**src/rtl/dct_mac_pipe.sv**
```systemverilog
// Pipelined signed multiply-accumulate for the forward-DCT datapath: sums TAPS
// sample*coefficient products per result, then rounds, shifts and saturates.
module dct_mac_pipe #(
    parameter int DATA_W      = 12,
    parameter int COEF_W      = 12,
    parameter int TAPS        = 8,
    parameter int ROUND_SHIFT = 0,
    parameter int OUT_W       = 16
) (
    input  logic                     clk_i,
    input  logic                     rst_i,
    input  logic                     ena_i,
    input  logic                     dclr_i,
    input  logic                     in_valid_i,
    output logic                     in_ready_o,
    input  logic signed [DATA_W-1:0] din_i,
    input  logic signed [COEF_W-1:0] coef_i,
    output logic                     out_valid_o,
    input  logic                     out_ready_i,
    output logic signed [OUT_W-1:0]  dout_o,
    output logic                     sat_o
);
    localparam int MULT_W  = DATA_W + COEF_W;
    localparam int ACC_W   = MULT_W + $clog2(TAPS) + 1;
    localparam int SUM_W   = ACC_W + 1;
    localparam int EXT_W   = ((SUM_W > OUT_W) ? SUM_W : OUT_W) + 1;
    localparam int TAP_W   = (TAPS > 1) ? $clog2(TAPS) : 1;
    localparam int RND_POS = (ROUND_SHIFT > 0) ? ROUND_SHIFT - 1 : 0;

    localparam logic [TAP_W-1:0]        TAP_LAST = TAP_W'(TAPS - 1);
    localparam logic signed [SUM_W-1:0] RND      = (ROUND_SHIFT > 0) ? (SUM_W'(1) << RND_POS) : '0;
    localparam logic signed [EXT_W-1:0] SAT_MAX  = {{(EXT_W-OUT_W+1){1'b0}}, {(OUT_W-1){1'b1}}};
    localparam logic signed [EXT_W-1:0] SAT_MIN  = {{(EXT_W-OUT_W+1){1'b1}}, {(OUT_W-1){1'b0}}};

    logic [TAP_W-1:0]         tap_q;
    logic signed [DATA_W-1:0] din_q;
    logic signed [COEF_W-1:0] coef_q;
    logic [TAP_W-1:0]         p1_tap_q;
    logic                     p1_v_q;
    logic signed [MULT_W-1:0] mult_q;
    logic [TAP_W-1:0]         p2_tap_q;
    logic                     p2_v_q;
    logic signed [ACC_W-1:0]  acc_q;
    logic                     out_valid_q;
    logic signed [OUT_W-1:0]  dout_q;
    logic                     sat_q;

    logic                     stall;
    logic                     accept;
    logic                     res_load;
    logic [TAP_W-1:0]         tap_d;
    logic signed [MULT_W-1:0] din_ext;
    logic signed [MULT_W-1:0] coef_ext;
    logic signed [MULT_W-1:0] mult_d;
    logic signed [ACC_W-1:0]  mult_acc;
    logic signed [ACC_W-1:0]  acc_base;
    logic signed [ACC_W-1:0]  acc_d;
    logic signed [SUM_W-1:0]  sum_rnd;
    logic signed [SUM_W-1:0]  sum_sh;
    logic signed [EXT_W-1:0]  res_ext;
    logic signed [OUT_W-1:0]  dout_d;
    logic                     sat_d;

    always_comb begin
        stall      = !ena_i || (out_valid_q && !out_ready_i);
        in_ready_o = !rst_i && !stall;
        accept     = in_valid_i && in_ready_o;
        tap_d      = (tap_q == TAP_LAST) ? '0 : tap_q + 1'b1;

        din_ext  = {{COEF_W{din_q[DATA_W-1]}}, din_q};
        coef_ext = {{DATA_W{coef_q[COEF_W-1]}}, coef_q};
        mult_d   = din_ext * coef_ext;

        // Tap 0 starts a fresh block, so the old sum is dropped rather than cleared separately.
        mult_acc = {{(ACC_W-MULT_W){mult_q[MULT_W-1]}}, mult_q};
        acc_base = (p2_tap_q == '0) ? '0 : acc_q;
        acc_d    = acc_base + mult_acc;
        res_load = p2_v_q && (p2_tap_q == TAP_LAST);

        sum_rnd = {acc_d[ACC_W-1], acc_d} + RND;
        sum_sh  = sum_rnd >>> ROUND_SHIFT;
        res_ext = {{(EXT_W-SUM_W){sum_sh[SUM_W-1]}}, sum_sh};

        dout_d = res_ext[OUT_W-1:0];
        sat_d  = 1'b0;
        if (res_ext > SAT_MAX) begin
            dout_d = {1'b0, {(OUT_W-1){1'b1}}};
            sat_d  = 1'b1;
        end else if (res_ext < SAT_MIN) begin
            dout_d = {1'b1, {(OUT_W-1){1'b0}}};
            sat_d  = 1'b1;
        end
    end

    always_ff @(posedge clk_i) begin
        if (rst_i) begin
            tap_q       <= '0;
            din_q       <= '0;
            coef_q      <= '0;
            p1_tap_q    <= '0;
            p1_v_q      <= 1'b0;
            mult_q      <= '0;
            p2_tap_q    <= '0;
            p2_v_q      <= 1'b0;
            acc_q       <= '0;
            out_valid_q <= 1'b0;
            dout_q      <= '0;
            sat_q       <= 1'b0;
        end else if (ena_i && dclr_i) begin
            // Abort drops the partial block but a finished result still waits to be taken.
            tap_q  <= '0;
            p1_v_q <= 1'b0;
            p2_v_q <= 1'b0;
            acc_q  <= '0;
            if (out_ready_i) begin
                out_valid_q <= 1'b0;
            end
        end else if (!stall) begin
            if (accept) begin
                din_q    <= din_i;
                coef_q   <= coef_i;
                p1_tap_q <= tap_q;
                tap_q    <= tap_d;
            end
            p1_v_q   <= accept;
            mult_q   <= mult_d;
            p2_tap_q <= p1_tap_q;
            p2_v_q   <= p1_v_q;
            if (p2_v_q) begin
                acc_q <= acc_d;
            end
            // Not stalled implies any held result is being consumed this cycle.
            if (res_load) begin
                out_valid_q <= 1'b1;
                dout_q      <= dout_d;
                sat_q       <= sat_d;
            end else begin
                out_valid_q <= 1'b0;
            end
        end
    end

    assign out_valid_o = out_valid_q;
    assign dout_o      = dout_q;
    assign sat_o       = sat_q;

endmodule

```
**config.mk**
```make
export PLATFORM = sky130hd
export DESIGN_NAME = dct_mac_pipe
export DESIGN_NICKNAME = d
export VERILOG_FILES = /design/src/rtl/dct_mac_pipe.sv
export SDC_FILE = /design/constraint.sdc
export NUM_CORES = 1
export LEC_CHECK = 0
export CAP_MARGIN = 20
export CORE_MARGIN = 2
export CORE_UTILIZATION = 26
export CTS_CLUSTER_DIAMETER = 150
export CTS_CLUSTER_SIZE = 24
export DETAILED_ROUTE_END_ITERATION = 8
export SLEW_MARGIN = 20
export SYNTH_ARGS = -nofsm -noshare
export SYNTH_HDL_FRONTEND = slang
export SYNTH_SLANG_ARGS = --single-unit
```
**constraint.sdc**
```tcl
create_clock -name clk_i -period 10.02 [get_ports clk_i]
set_input_delay 1.503 -clock clk_i [delete_from_list [all_inputs] [get_ports clk_i]]
set_output_delay 1.503 -clock clk_i [all_outputs]
set_load 0.05 [all_outputs]
```
==> reports/qor.yml <==
cells_and_area:
  final_nets: 1617
  postLayoutCellArea_um2: 12400
  drive_above_1_share_pct: 4.52
  n_antenna_cell: 0
  layout.cells.non_filler: 1919
  syn_to_final_growth_pct: 11.0
power:
  combPwrFrac_pct: 7.8
  sequentialPowerShare_pct: 49.6
  total_leakage_power_nw: 5.25
  ir_worst_vdd_uv: 89.3
  power_uw: 867
  clkPwrFrac_pct: 42.5
  swShare_pct: 27.1
  p_switching_uw: 235
  internal_power_uw: 632
  p_per_area_nw_per_um2: 69.7
setup_path:
  worst-setup-path-type: "reg2reg"
  start_kind: "register"
  timing.rr.end: "mult_q[22]"
  cp.required_ns: 10.34
  reg2reg_depth: 20
  crit_path_max_fanout: 9
  end_kind: "register"
  arrival_ns: 6.33
  r2r_slack_ns: 4.01
  r2r_start: "coef_q[11]"
placement:
  dpl.cell_count: 1903
  dp.final_hpwl_mm: 22.2
  numPortBuffers: 48
  place_congestion: 0.868
  placed_area_um2: 12100
drt:
  avgViaCountPerCell: 4.63
  drc_errors: 0
  vias: 8885
  drt_pass1_iterations: 5
  wire_per_inst_um: 14.4
  drtAntennaViolNets: 0
  drt_wl_total_mm: 27.6
  drtIter0Drc: 423
synth:
  synth_seq_cells: 105
  ys_warn_count: 0
  synth_cell_types: 76
  synth-async-reset-ratio_pct: 0
  syn-num-nets: 1614
  syn-cell-area_um2: 11200
  synth_cells: 1365
  ys_seq_area_share_pct: 18.8
  ys.flop_type: "dfxtp_1"
  synth_edf_count: 0
  synth.avg_cell_area_um2: 8.20
clock_network:
  h-tree-depth: 3
  post_cts_resized: 0
  path_clk_slew_ns: 0.08
  cts_setup_buffers: 0
  cts_sinks: 105
  cts_buffers: 9
  clockBufferDepth: 2
  clkLatencyLatePin_ns: 0.37
  ctsHoldBuffers: 0
  cts_tree: "done"
  root_buffer: "clkbuf_16"
timing:
  drv_slew: 0
  final_hold_viol_count: 0
  slew_headroom_pct: 40.4
  setup_tns_ns: 0
  max_freq_mhz: 166
  tightest_slew_ns: 0.894
  setup_viol: 0
  fin_crit_sh_pct: 60.0
  fin_crit_ns: 6.01
  fin_skew_ns: 0.0168
  grt_setup_unrepaired: "false"
worst_hold_path:
  hold_path.class: "reg2reg"
  holdPathEnd: "acc_q[23]"
  hold_depth: 2
  hp-start: "acc_q[23]"
floorplanning:
  row_count: 76
  die-area_um2: 44800
  start_util_pct: 26.2
  fp.dieH_um: 212
  die_x_um: 212
  core_um2: 42800
  ios: 49
global_route:
  grt_usage_pct: 13.2
  grt_pass1_wl_mm: 47.4
  grt_max_degree: 79
  grt_antenna_before_repair: 0
  grt.overflow.total: 0
  grt_pass1_vias: 9295
run:
  cap_violations: 0
status:
  status: "completed"
Yosys cell counts (2+ instances only):
| master | count | area share, % |
|---|---|---|
| mux2i_1 | 3 | 0.27 |
| o21ai_0 | 22 | 0.98 |
| a211oi_1 | 10 | 0.67 |
| nand2b_1 | 6 | 0.34 |
| and4_1 | 4 | 0.31 |
| xor2_1 | 13 | 1.0 |
| and2_4 | 2 | 0.16 |
| a31o_2 | 2 | 0.16 |
| and3_1 | 4 | 0.22 |
| o211ai_1 | 5 | 0.34 |
| nor2b_1 | 30 | 1.7 |
| o41a_1 | 2 | 0.20 |
| o31ai_1 | 5 | 0.34 |
| a21oi_1 | 104 | 4.6 |
| and3_2 | 3 | 0.20 |
| or2_2 | 4 | 0.22 |
| nor4b_1 | 2 | 0.16 |
| o41ai_1 | 8 | 0.63 |
| nand2_1 | 251 | 8.4 |
| o2111a_1 | 2 | 0.20 |
| clkbuf_1 | 56 | 1.9 |
| a31oi_1 | 7 | 0.39 |
| or3_1 | 3 | 0.17 |
| nor4_1 | 3 | 0.17 |
| nand3_1 | 16 | 0.72 |
| nor3_1 | 20 | 0.89 |
| nor3b_1 | 2 | 0.13 |
| inv_1 | 200 | 6.7 |
| a211o_1 | 2 | 0.16 |
| and2_1 | 49 | 2.7 |
| ha_1 | 80 | 8.9 |
| buf_6 | 2 | 0.20 |
| a21o_1 | 13 | 0.87 |
| dfxtp_1 | 105 | 19 |
| o2bb2ai_2 | 11 | 1.5 |
| and4_2 | 2 | 0.18 |
| clkbuf_8 | 2 | 0.25 |
| nor2_1 | 96 | 3.2 |
| fa_1 | 139 | 25 |
| xnor2_1 | 31 | 2.4 |
| a221o_1 | 2 | 0.18 |
| o21a_1 | 7 | 0.47 |
| o221a_1 | 2 | 0.20 |
worst max-delay path by stage:
stage	start	end	slack, ns	cells past startpoint
finish	coef_q[11]	mult_q[22]	4.01	20
floorplan	din_q[4]	mult_q[22]	4.53	21
global route	coef_q[11]	mult_q[22]	3.57	20
CTS	coef_q[11]	mult_q[22]	3.98	20
detailed placement	coef_q[11]	mult_q[22]	3.97	20
global placement	coef_q[11]	mult_q[22]	4.18	20
critical path, stage by stage, from the launching register on:
cell      delay [ns]
dfxtp_1         0.42
clkinv_1        0.31
nor2_1          0.24
fa_1            0.44
fa_1            0.52
fa_1            0.51
fa_1            0.57
inv_1           0.06
fa_1            0.53
inv_1           0.05
ha_1            0.34
a21o_1          0.18
a21oi_1         0.28
nor2_1          0.09
a21oi_1         0.12
o31ai_1         0.10
o41a_1          0.36
a31oi_1         0.25
o21ai_0         0.17
nor4b_1         0.31
a211o_1         0.14
metal layers:
layer | track usage, % | part of all wire (%)
met4 | 3.25 | 1.5
met2 | 23.6 | 50
met1 | 16.9 | 45
met3 | 1.57 | 3.1
met5 | 0 | 0
stage by stage:
step	utilization (%)	setup slack, ns	hold slack [ns]
2_1_floorplan	-	4.53	0.432
3_3_place_gp	28.3	4.18	0.437
3_5_place_dp	28.3	3.97	0.442
4_1_cts	29.0	3.98	0.453
5_1_grt	29.1	3.57	0.473
6_report	29.1	4.01	0.454
state kept, by name, indices dropped and copies added, names as in the netlist:
register	flops
dout_o	16
out_valid_o	1
coef_q	12
mult_q	24
tap_q	3
p1_v_q	1
p2_v_q	1
p2_tap_q	3
sat_o	1
p1_tap_q	3
din_q	12
acc_q	28
placed cells by master, fill, tap and decap left out, drive strengths merged, types with 7 or more instances in the layout:
cell           synthesis  routed
buf                    5       8
o21ai                 23      23
clkbuf                58      10
ha                    80      80
inv                  200     204
nand2                251     251
fa                   139     139
o21a                   7       7
nor2                  96      96
a21oi                104     104
and3                   7       7
xnor2                 31      31
a211oi                11      11
o41ai                  8       8
o2bb2ai               11      11
nor3                  21      21
xor2                  13      13
a21o                  14      14
clkdlybuf4s50          0      47
a31oi                  8       8
dfxtp                105     105
nand3                 16      16
nor2b                 30      30
and2                  52      52
power by group through the flow:
stage | sequential, mW | combinational [mW] | clock [mW]
floorplan | 0.432 | 0.0480 | 0
global placement | 0.440 | 0.0676 | 0
detailed placement | 0.440 | 0.0684 | 0
CTS | 0.430 | 0.0688 | 0.378
global route | 0.431 | 0.0764 | 0.392
finish | 0.430 | 0.0679 | 0.369
layout make-up:
type,instances,area (um^2)
multi-input cells,996,8060
inverters,201,754
fillers,4607,30400
clock buffers,10,239
clock inverters,6,65.1
flip-flops and latches,105,2100
repair buffers,55,528
well taps,546,683
cells by family after synthesis:
group           synth area share (%)
fa+ha+maj                       33.8
buf+inv                         9.34
flops                           18.8
compound gates                  13.6
simple gates                    20.8
xor+xnor                        3.44
mux                            0.268
Power figures use the tool's default switching activity.
==> patch (config.mk and constraints unchanged) <==
`DATA_W`: 12 -> 24.
--- a/src/rtl/dct_mac_pipe.sv
+++ b/src/rtl/dct_mac_pipe.sv
@@ -3,3 +3,3 @@
 module dct_mac_pipe #(
-    parameter int DATA_W      = 12,
+    parameter int DATA_W      = 24,
     parameter int COEF_W      = 12,
Interface: changed (resized din_i); port bits go from 49 to 61. The function was not compared with the original's and may differ.
==> patch against the original RTL <==
  * Count of clock-buffer cells in the layout rose by 8
  * Routed wire length rose by 73%
  * Worst hold slack got worse by 0.0031 ns
  * First-iteration DRC count rose by 110%
  * Critical endpoint is now mult_q[35]
  * Cell area rose by 64%
  * Die area rose by 64%
  * Synthesized area rose by 65%
  * Sequential cell count rose by 36
  * Worst setup slack got worse by 0.56 ns
  * Total power rose by 58%
  * Clock power rose by 85%
  * Global-route usage rose by 0.41 points
  * Clock skew rose by 0.0012 ns
==> patch: results (changes against the original RTL) <==
.. list-table::
   :header-rows: 1

   * - Metric
     - Value
   * - Total Routing Usage GR
     - 13.6% (was 13.2%)
   * - Fill count
     - 7678 (was 4607)
   * - Net count after synthesis
     - 2721 (was 1614)
   * - Netlist cell types
     - 89 (was 76)
   * - Status
     - finished clean (unchanged)
   * - Total iterations of the first detailed-routing run
     - 6 (was 5)
   * - Instance area at placement
     - 19800 sq um (was 12100 sq um)
   * - Clock insertion delay at the later pin of the skew report
     - 0.50 ns (was 0.37 ns)
   * - Worst supply voltage drop on vdd
     - 0.000164 V (was 0.0000893 V)
   * - Post-route met1 wirelength
     - 21200 microns (was 12500 microns)
   * - Largest incremental delay on the critical path
     - 0.66 ns (was 0.57 ns)
   * - Met3 layer wire length in the routed design
     - 1580 microns (was 861 microns)
   * - CP max stage cell
     - sky130_fd_sc_hd__inv_1 (was sky130_fd_sc_hd__fa_1)
   * - Fraction of final layout cells sized beyond drive strength 1
     - 4.55% (was 4.52%)
   * - Adder-cell share of the synthesized area
     - 35.9% (was 33.8%)
   * - Signal arrival time at the worst endpoint
     - 6.96 ns (was 6.33 ns)
   * - Leakage power figure
     - 8.84 nW (was 5.25 nW)
   * - Register area share after synthesis
     - 15.3% (was 18.8%)
   * - Start point of the worst hold path
     - acc_q[3] (was acc_q[23])
   * - Crit path max fanout
     - 21 (was 9)
   * - Register-to-register setup slack
     - 3.45 ns (was 4.01 ns)
   * - Cts bufs inserted
     - 17 (was 9)
   * - Weighted congestion reported at the end of routability-driven placement
     - 0.860 (was 0.868)
   * - H-tree depth
     - 4 (was 3)
   * - Largest cells by area after synthesis
     - sky130_fd_sc_hd__fa_1 (28%), sky130_fd_sc_hd__dfxtp_1 (15%), sky130_fd_sc_hd__nand2_1 (9.3%) (was sky130_fd_sc_hd__fa_1 (25%), sky130_fd_sc_hd__dfxtp_1 (19%), sky130_fd_sc_hd__ha_1 (8.9%))
   * - Mux share of post-synthesis cell area
     - 0.454% (was 0.268%)
==> patch: cell type report <==
cell class / instances / area, sq um / share of cell area (%)
antenna: 1 / 2.50 / 0.0122
clock buffer: 18 / 429 / 2.10
clock inverter: 14 / 176 / 0.863
inverter: 330 / 1240 / 6.06
multi-input combinational: 1712 / 13900 / 68.0
sequential: 141 / 2830 / 13.8
tap: 940 / 1180 / 5.75
timing repair buffer: 72 / 692 / 3.38
==> patch: power by group <==
group          switching [mW]  leakage (nW)  internal, mW  total (mW)
registers              0.0175          1.14         0.565       0.583
logic                  0.0614          7.40        0.0408       0.102
clock network           0.306         0.298         0.376       0.682
==> patch: path summary, 6_finish.rpt <==
path	cells past startpoint	end
setup / recovery	18	mult_q[35]
hold reg to reg	2	acc_q[3]
setup reg to reg	18	mult_q[35]
hold / removal	2	acc_q[3]
==> patch: worst max-delay path, delay by kind of cell (launching register included) <==
family	cells	cell delay [ns]
AND/OR/NAND/NOR	3	0.42
flip-flops	1	0.36
AO/OA/AOI/OAI	6	1.81
buffers and inverters	3	0.76
adder cells (fa/ha/maj)	6	3.09
==> patch: kinds of logic after synthesis <==
family                     Yosys count
DFF                                141
muxes                                8
and+or+nand+nor                    886
AOI/OAI and AO/OA                  388
adders and majority gates          375
xor gates and xnor gates            55
buffers and inverters              451
==> patch: metal layers <==
layer  vias to the layer above  track usage (%)
li1                       7308                -
met1                      7448             17.0
met2                       254             24.0
met3                        49             2.14
met4                         0             4.27
met5                         -                0
==> patch: stage by stage <==
step	util, %	setup slack, ns	std cells
after floorplan	-	4.41	2304
after global placement	28.3	3.43	3194
after detailed placement	28.3	3.48	3194
after global routing	29.1	2.85	3227
final	29.2	3.45	3228
after CTS	29.1	3.49	3226
